==> src/rtl/clave_judge.sv <==
// Judges each strike of a 3-2 son clave bar pair against the tick counter.
// Tallies hits, misses and stray presses, and drives cue, pulse and done flags.
module clave_judge #(
    parameter logic [12:0] HIT0   = 13'd800,
    parameter logic [12:0] HIT1   = 13'd2000,
    parameter logic [12:0] HIT2   = 13'd3200,
    parameter logic [12:0] HIT3   = 13'd4800,
    parameter logic [12:0] HIT4   = 13'd5600,
    parameter logic [12:0] WINDOW = 13'd150
) (
    input  logic        clk,
    input  logic        reset,
    input  logic        go,
    input  logic [12:0] count,
    input  logic        key,
    output logic [2:0]  score,
    output logic [2:0]  misses,
    output logic [3:0]  strays,
    output logic [2:0]  slot,
    output logic        cue,
    output logic        hit_pulse,
    output logic        miss_pulse,
    output logic        done
);
    typedef enum logic [1:0] {IDLE, ARMED, WIN, DONE} state_t;

    state_t      state;
    logic        key_q;
    logic        press;
    logic [12:0] tgt;
    logic [12:0] lo;
    logic [12:0] hi;

    assign press = key & ~key_q;
    assign cue   = (state == WIN);

    always_comb begin
        tgt = HIT4;
        case (slot)
            3'd0:    tgt = HIT0;
            3'd1:    tgt = HIT1;
            3'd2:    tgt = HIT2;
            3'd3:    tgt = HIT3;
            default: tgt = HIT4;
        endcase
        lo = tgt - WINDOW;
        hi = tgt + WINDOW;
    end

    always_ff @(posedge clk or posedge reset) begin
        if (reset) begin
            state      <= IDLE;
            key_q      <= 1'b0;
            score      <= 3'd0;
            misses     <= 3'd0;
            strays     <= 4'd0;
            slot       <= 3'd0;
            hit_pulse  <= 1'b0;
            miss_pulse <= 1'b0;
            done       <= 1'b0;
        end else begin
            key_q      <= key;
            hit_pulse  <= 1'b0;
            miss_pulse <= 1'b0;
            if (go) begin
                state  <= ARMED;
                score  <= 3'd0;
                misses <= 3'd0;
                strays <= 4'd0;
                slot   <= 3'd0;
                done   <= 1'b0;
            end else begin
                case (state)
                    // ARMED and WIN share judging so a press landing exactly on lo
                    // is scored before the cue has had a cycle to rise.
                    ARMED, WIN: begin
                        if (count < lo) begin
                            if (press && strays != 4'hF)
                                strays <= strays + 4'd1;
                        end else if ((press && count <= hi) || count > hi) begin
                            if (press && count <= hi) begin
                                hit_pulse <= 1'b1;
                                score     <= score + 3'd1;
                            end else begin
                                miss_pulse <= 1'b1;
                                misses     <= misses + 3'd1;
                            end
                            slot <= slot + 3'd1;
                            if (slot == 3'd4) begin
                                state <= DONE;
                                done  <= 1'b1;
                            end else begin
                                state <= ARMED;
                            end
                        end else begin
                            state <= WIN;
                        end
                    end
                    DONE: begin
                        if (press && strays != 4'hF)
                            strays <= strays + 4'd1;
                    end
                    default: ;
                endcase
            end
        end
    end
endmodule
==> config.mk <==
export PLATFORM = sky130hd
export DESIGN_NAME = clave_judge
export DESIGN_NICKNAME = d
export VERILOG_FILES = /design/src/rtl/clave_judge.sv
export SDC_FILE = /design/constraint.sdc
export NUM_CORES = 1
export LEC_CHECK = 0
export CAP_MARGIN = 20
export CORE_ASPECT_RATIO = 0.5
export CORE_MARGIN = 2
export CORE_UTILIZATION = 30
export CTS_CLUSTER_DIAMETER = 80
export DETAILED_ROUTE_END_ITERATION = 6
export GPL_TIMING_DRIVEN = 0
export HOLD_SLACK_MARGIN = 0.06
export MAX_ROUTING_LAYER = met4
export REMOVE_ABC_BUFFERS = 1
export SYNTH_ARGS = -nofsm -noshare
export SYNTH_HDL_FRONTEND = slang
export SYNTH_SLANG_ARGS = --single-unit
==> constraint.sdc <==
create_clock -name clk -period 3.7 [get_ports clk]
set_input_delay 0.37 -clock clk [delete_from_list [all_inputs] [get_ports clk]]
set_output_delay 0.37 -clock clk [all_outputs]
set_load 0.05 [all_outputs]
==> results of run 1 <==
[worst max-delay path by stage]
| stage | from | to | slack [ns] | depth (start not counted) |
|---|---|---|---|---|
| 2_1_floorplan | slot[2]$_DFFE_PP0P_ | misses[0]$_DFFE_PP0P_ | -0.30 | 13 |
| 4_1_cts | slot[0]$_DFFE_PP0P_ | score[0]$_DFFE_PP0P_ | 0.02 | 13 |
| 3_3_place_gp | slot[2]$_DFFE_PP0P_ | misses[0]$_DFFE_PP0P_ | -0.64 | 14 |
| 5_1_grt | slot[0]$_DFFE_PP0P_ | score[0]$_DFFE_PP0P_ | 0.002 | 13 |
| 3_5_place_dp | slot[2]$_DFFE_PP0P_ | misses[0]$_DFFE_PP0P_ | -0.74 | 14 |
| 6_report | slot[0]$_DFFE_PP0P_ | score[0]$_DFFE_PP0P_ | 0.20 | 13 |
[state kept, by name, summed over array words and instances, names as in the netlist]
signal / cells
done: 1
hit_pulse: 1
key_q: 1
miss_pulse: 1
misses: 3
score: 3
slot: 3
state: 2
strays: 4
[power groups by stage]
stage / sequential (mW) / clock [mW] / combinational (mW)
6_report: 0.274 / 0.221 / 1.28
5_1_grt: 0.280 / 0.237 / 1.42
4_1_cts: 0.269 / 0.225 / 1.17
3_5_place_dp: 0.273 / 0 / 1.12
3_3_place_gp: 0.271 / 0 / 1.10
2_1_floorplan: 0.353 / 0 / 0.791
[critical path: stages (launching register included)]
cell and delay, ns:
dfrtp_2 0.45, ha_1 0.24, ha_4 0.22, inv_1 0.12
nand2_1 0.12, a21oi_1 0.16, a21oi_1 0.05, o21a_1 0.17
ha_1 0.30, a21oi_1 0.13, o21ai_0 0.21, a2111o_1 0.52
a211oi_4 0.33, mux2_1 0.35
[routing by layer]
| layer | GRT usage [%] | wire length [um] | vias to the layer above |
|---|---|---|---|
| met5 | - | 0 | - |
| met4 | 4.54 | 55 | 0 |
| met3 | 0.899 | 77 | 5 |
| met2 | 22.7 | 2100 | 19 |
| met1 | 18.1 | 2230 | 802 |
| li1 | - | - | 862 |
[logic make-up (layout without fill, tap and decap cells)]
logic type,count (synthesis),in the layout
adder cells (fa/ha/maj),32,32
flip-flops,19,19
AO/OA/AOI/OAI,45,45
AND/OR/NAND/NOR,83,83
XOR/XNOR,2,2
buffers and inverters,24,64
multiplexers,11,11
[final cells by class]
class                   instances  area [um^2]
fillers                       608         3530
well taps                      88          110
multi-input cells             173         1470
clock buffers                   3         75.1
repair buffers                 42          398
clock inverters                 1         5.00
flip-flops and latches         19          479
inverters                      18         67.6
[through the flow]
stage	utilization (%)	cells	instance area [um^2]	setup slack, ns
after floorplan	-	210	1890	-0.304
after global placement	38.1	331	2330	-0.642
after detailed placement	38.1	331	2330	-0.742
after CTS	40.4	337	2480	0.0190
after global routing	42.5	344	2610	0.00229
final	42.5	344	2610	0.197
[layout by cell type (no fill, tap or decap), types with 3 or more instances in the layout]
cell type and n:
nor3_1 5, nor2b_1 7, clkbuf_16 3, mux2i_1 4
ha_1 27, nand3_1 4, mux2_2 3, nor2_1 25
buf_4 9, dfrtp_2 3, a21oi_1 14, ha_4 4
nand2_1 23, dfrtp_1 16, o21ai_0 6, clkdlybuf4s50_1 33
inv_1 16
[repair_timing]
item | in CTS | in global routing
setup endpoints to repair | 18 | 16
setup buffers | 2 | 7
pin swaps | 1 | 4
resized for setup | 10 | 15
==> impl_metrics.py, run 1 <==
metrics = {
    "setup_path": {
        "critPathArrivalTime_ns": 3.63,
        "path_max_fanout": 11,
        "start_kind": "register",
        "worstPathRequired_ns": 3.83,
        "r2r-end": "score[0]$_DFFE_PP0P_",
        "critical_path_class": "reg -> reg",
        "rr_worst_depth": 13,
        "worstReg2RegStart": "slot[0]$_DFFE_PP0P_",
        "reg2reg_slack_ns": 0.20,
        "crit_path_end_kind": "register",
    },
    "yosys": {
        "synth-async-reset-ratio_pct": 100,
        "yosysWarnings": 0,
        "synth_top_area_cell": "dfrtp_1",
        "yosys-top-cells-area": "dfrtp_1 25%, ha_1 21%, nor2_1 4.9%",
        "synth.avg_cell_area_um2": 8.89,
        "ys.flop_type": "dfrtp_1",
        "synthDistinctLibCells": 49,
        "ys_seq_area_share_pct": 24.8,
        "synth-seq-cells": 19,
        "synth_mux_area_share_pct": 6.58,
        "netlist_instances": 216,
        "synthXorXnorAreaFrac_pct": 0.912,
        "synth-compound-area-share_pct": 20.0,
        "yosysMostFrequentCell": "ha_1",
        "yosys-top-cells-count": "32 x ha_1, 25 x nor2_1, 23 x nand2_1, 19 x dfrtp_1, 18 x inv_1",
        "synth_top_family_by_area": "simple AND/OR/NAND/NOR gates",
        "synth_edf_count": 0,
        "synth_area_um2": 1920,
        "synthAdderAreaFrac_pct": 20.8,
        "synth_top_area_share_pct": 24.8,
        "yosys.area_share.simple_pct": 22.0,
    },
    "floorplan": {
        "die_area_um2": 7100,
        "rows": 20,
        "start_util_pct": 31.3,
        "core_area_um2": 6130,
        "io_pins": 34,
        "die_height_um": 60.6,
        "dieWidth_um": 117,
    },
    "grt": {
        "grt.total_usage_pct": 13.7,
        "grt_pass1_vias": 1607,
        "grt-ovfl-total": 0,
        "antenna_found_initial": 0,
        "grt_max_degree": 23,
        "grt_pass1_wl_mm": 7.40,
    },
    "sta": {
        "hold_viol": 0,
        "fin_skew_ns": 0.00133,
        "slew_viol_final": 0,
        "final.min_clock_period_ns": 3.50,
        "rsz0062_at_grt": "no",
        "tightest_slew_ns": 0.725,
        "fmax_ghz": 0.285,
        "slew-limit-headroom_pct": 51.5,
        "tns_ns": 0,
        "finalCritPeriodShare_pct": 94.7,
        "timing.hold.ws_ns": 0.515,
        "setup-violations-final": 0,
    },
    "placed_design": {
        "hpwl_mm": 3.54,
        "port_buffers": 33,
        "globalplace.congestion": 0.819,
    },
    "routing": {
        "drt_first_pass_iters": 4,
        "via_per_inst": 4.91,
        "vias": 1688,
        "drtAntennaViolNets": 0,
        "wl_mm": 4.46,
        "drcViolationCount": 0,
        "avgRoutedWirePerCell_um": 13.0,
        "drtIter0Drc": 37,
    },
    "power": {
        "clock_power_share_pct": 12.5,
        "power_switching_mw": 0.842,
        "peakVddDrop_uv": 212,
        "swShare_pct": 47.5,
        "p_total_mw": 1.77,
        "p_seq_share_pct": 15.4,
        "p_int_mw": 0.931,
        "leakagePower_nw": 1.13,
        "power_density_nw_per_um2": 680,
        "combinationalPowerShare_pct": 72.1,
    },
    "min_path": {
        "min_from": "done$_DFFE_PP0P_",
        "min_to": "done$_DFFE_PP0P_",
        "hold_class": "reg -> reg",
        "min_delay_path_depth": 1,
    },
    "clocking": {
        "cts_made_buffers": 3,
        "clock_sinks": 19,
        "path_clk_slew_ns": 0.05,
        "clockBufferDepth": 2,
        "ctsHoldBuffers": 0,
        "cts_tree": "built",
        "clkLatencyLatePin_ns": 0.25,
        "cts.htree.levels": 1,
        "clock-root-buffer": "clkbuf_16",
    },
    "finish": {
        "nets": 306,
        "diodes": 0,
        "layout-drive-gt1-share_pct": 19.1,
        "syn2layout_area_growth_pct": 35.6,
    },
    "status": {
        "outcome": "finished clean",
    },
    "job": {
        "maxCapViolations": 0,
    },
}
No activity file was read; power rests on OpenSTA's default activity.
==> run 2: changes to the inputs <==
--- a/config.mk
+++ b/config.mk
@@ -6,7 +6,6 @@
 export NUM_CORES = 1
 export LEC_CHECK = 0
 export CAP_MARGIN = 20
-export CORE_ASPECT_RATIO = 0.5
 export CORE_MARGIN = 2
 export CORE_UTILIZATION = 30
 export CTS_CLUSTER_DIAMETER = 80
==> run 2 against run 1 <==
  * Routed wire length is 0.63% higher
  * Total power fell by 0.91%
  * Setup slack improved by 0.0057 ns
  * Maximum frequency rose by 0.16%
  * Clock skew grew 0.0048 ns
  * Utilization shrank 1.3 points
  * Flip-flop and latch count stayed put
  * Non-clock buffer count increased by 2
  * Critical path type unchanged
==> impl_metrics.py, run 2 (synthesized netlist as in run 1, its figures left out) <==
metrics = {
    "clocking": {
        "cts.htree.levels": 1,
        "cts_made_buffers": 3,
        "path_clk_slew_ns": 0.08,
        "clkLatencyLatePin_ns": 0.26,
        "clock_sinks": 19,
        "clock-root-buffer": "clkbuf_8",
        "clockBufferDepth": 2,
        "cts_tree": "built",
    },
    "floorplan": {
        "rows": 29,
        "core_area_um2": 6280,
        "io_pins": 34,
        "die_height_um": 84.0,
        "dieWidth_um": 84.0,
        "start_util_pct": 30.6,
        "die_area_um2": 7060,
    },
    "setup_path": {
        "critical_path_class": "reg -> reg",
        "cp_top_family": "simple AND/OR/NAND/NOR gates",
        "crit_path_end_kind": "register",
        "path_max_fanout": 10,
        "worstPathCellList": "inv_2 > ha_4 > buf_12 > nor4_4 > ha_2 > nand2_1 > nand2_1 > a2bb2oi_1 > ha_1 > nand4_2 > nor4_4 > o31ai_4 > a221oi_4 > buf_4 > mux2i_1",
        "critPathMaxStageDelay_ns": 0.48,
        "slowest_stage": "nor4_4",
        "critPathArrivalTime_ns": 3.68,
        "worstPathRequired_ns": 3.88,
        "cp_num_buf_inv": 3,
        "cp.depth": 15,
        "rr_worst_depth": 15,
        "start_kind": "register",
    },
    "sta": {
        "timing.hold.ws_ns": 0.526,
        "final.min_clock_period_ns": 3.50,
        "tns_ns": 0,
        "tightest_slew_ns": 0.775,
        "slew_viol_final": 0,
        "setup-violations-final": 0,
        "fmax_ghz": 0.286,
        "finalCritPeriodShare_pct": 94.5,
        "hold_viol": 0,
        "fin_skew_ns": 0.00611,
        "slew-limit-headroom_pct": 48.2,
    },
    "power": {
        "power_density_nw_per_um2": 679,
        "peakVddDrop_uv": 352,
        "p_total_mw": 1.76,
        "leakagePower_nw": 1.13,
    },
    "grt": {
        "grt.total_usage_pct": 13.0,
        "grt_pass1_vias": 1581,
        "antenna_found_initial": 0,
        "grt-ovfl-total": 0,
        "grt_pass1_wl_mm": 7.46,
        "grt_max_degree": 23,
    },
    "finish": {
        "nets": 308,
        "finalNonFillerCells": 335,
        "largest_register": "strays",
        "layout_common_cells": "33 x clkdlybuf4s50_1, 27 x ha_1, 25 x nor2_1",
        "multi_input_area_um2": 1470,
        "fill_cells": 610,
        "seq_area_um2": 479,
        "final_common_cell": "clkdlybuf4s50_1",
        "layout-drive-gt1-share_pct": 19.8,
        "syn2layout_area_growth_pct": 34.7,
        "largest_reg_flops": 4,
        "diodes": 0,
        "post-route-util_pct": 41.2,
    },
    "placed_design": {
        "hpwl_mm": 3.41,
        "dp.cells": 320,
        "globalplace.congestion": 0.811,
        "port_buffers": 33,
    },
    "routing": {
        "met2WireLength_mm": 2.05,
        "via_per_inst": 5.15,
        "drtAntennaViolNets": 0,
        "met1_length_mm": 2.27,
        "drcViolationCount": 0,
        "vias": 1725,
        "wl_mm": 4.49,
        "top_layer": "met4",
        "drtIter0Drc": 69,
        "avgRoutedWirePerCell_um": 13.4,
        "route.met3.wl_um": 123,
        "drt_first_pass_iters": 4,
    },
    "job": {
        "maxCapViolations": 0,
    },
    "min_path": {
        "hold_class": "in -> async",
    },
    "status": {
        "outcome": "finished clean",
    },
}
-- run 2: final cells by class --
class | instances | area share [%]
multi-input combinational | 173 | 56.9
sequential | 19 | 18.5
tap | 77 | 3.72
inverter | 18 | 2.61
clock buffer | 3 | 1.60
timing repair buffer | 44 | 16.4
clock inverter | 1 | 0.193
-- run 2: final timing paths --
| check | end | from | slack (ns) |
|---|---|---|---|
| setup / recovery | slot[1]$_DFFE_PP0P_ | slot[1]$_DFFE_PP0P_ | 0.20 |
| hold / removal | key_q$_DFF_PP0_ | reset | 0.53 |
| setup reg to reg | slot[1]$_DFFE_PP0P_ | slot[1]$_DFFE_PP0P_ | 0.20 |
| hold reg to reg | state[0]$_DFFE_PP0P_ | state[0]$_DFFE_PP0P_ | 0.53 |
| max in group asynchronous | slot[0]$_DFFE_PP0P_ | reset | 2.65 |
| min in group clk | state[0]$_DFFE_PP0P_ | state[0]$_DFFE_PP0P_ | 0.53 |
-- run 2: routing by layer --
metal	vias to the layer above	global-route usage (%)
met2	26	19.9
met4	0	3.52
met1	829	18.4
li1	865	-
met5	-	-
met3	5	1.38
-- run 2: what timing repair did --
item,CTS,global route
cloned,0,0
pin swaps,0,9
endpoints found under the setup margin,18,14
hold buffers,0,0
resized for setup,7,19
buffers inserted,1,10
-- run 2: power breakdown --
part | switching (mW) | internal, mW | total, mW
Combinational | 0.745 | 0.587 | 1.33
Sequential | 0.0313 | 0.241 | 0.273
Clock | 0.0767 | 0.0751 | 0.152
Total | 0.853 | 0.903 | 1.76
-- run 2: per-stage QoR --
stage          setup WS [ns]  area (um^2)
2_1_floorplan         -0.304         1890
3_5_place_dp          -0.649         2320
6_report               0.203         2590
3_3_place_gp          -0.571         2320
4_1_cts              0.00389         2410
5_1_grt              -0.0330         2590
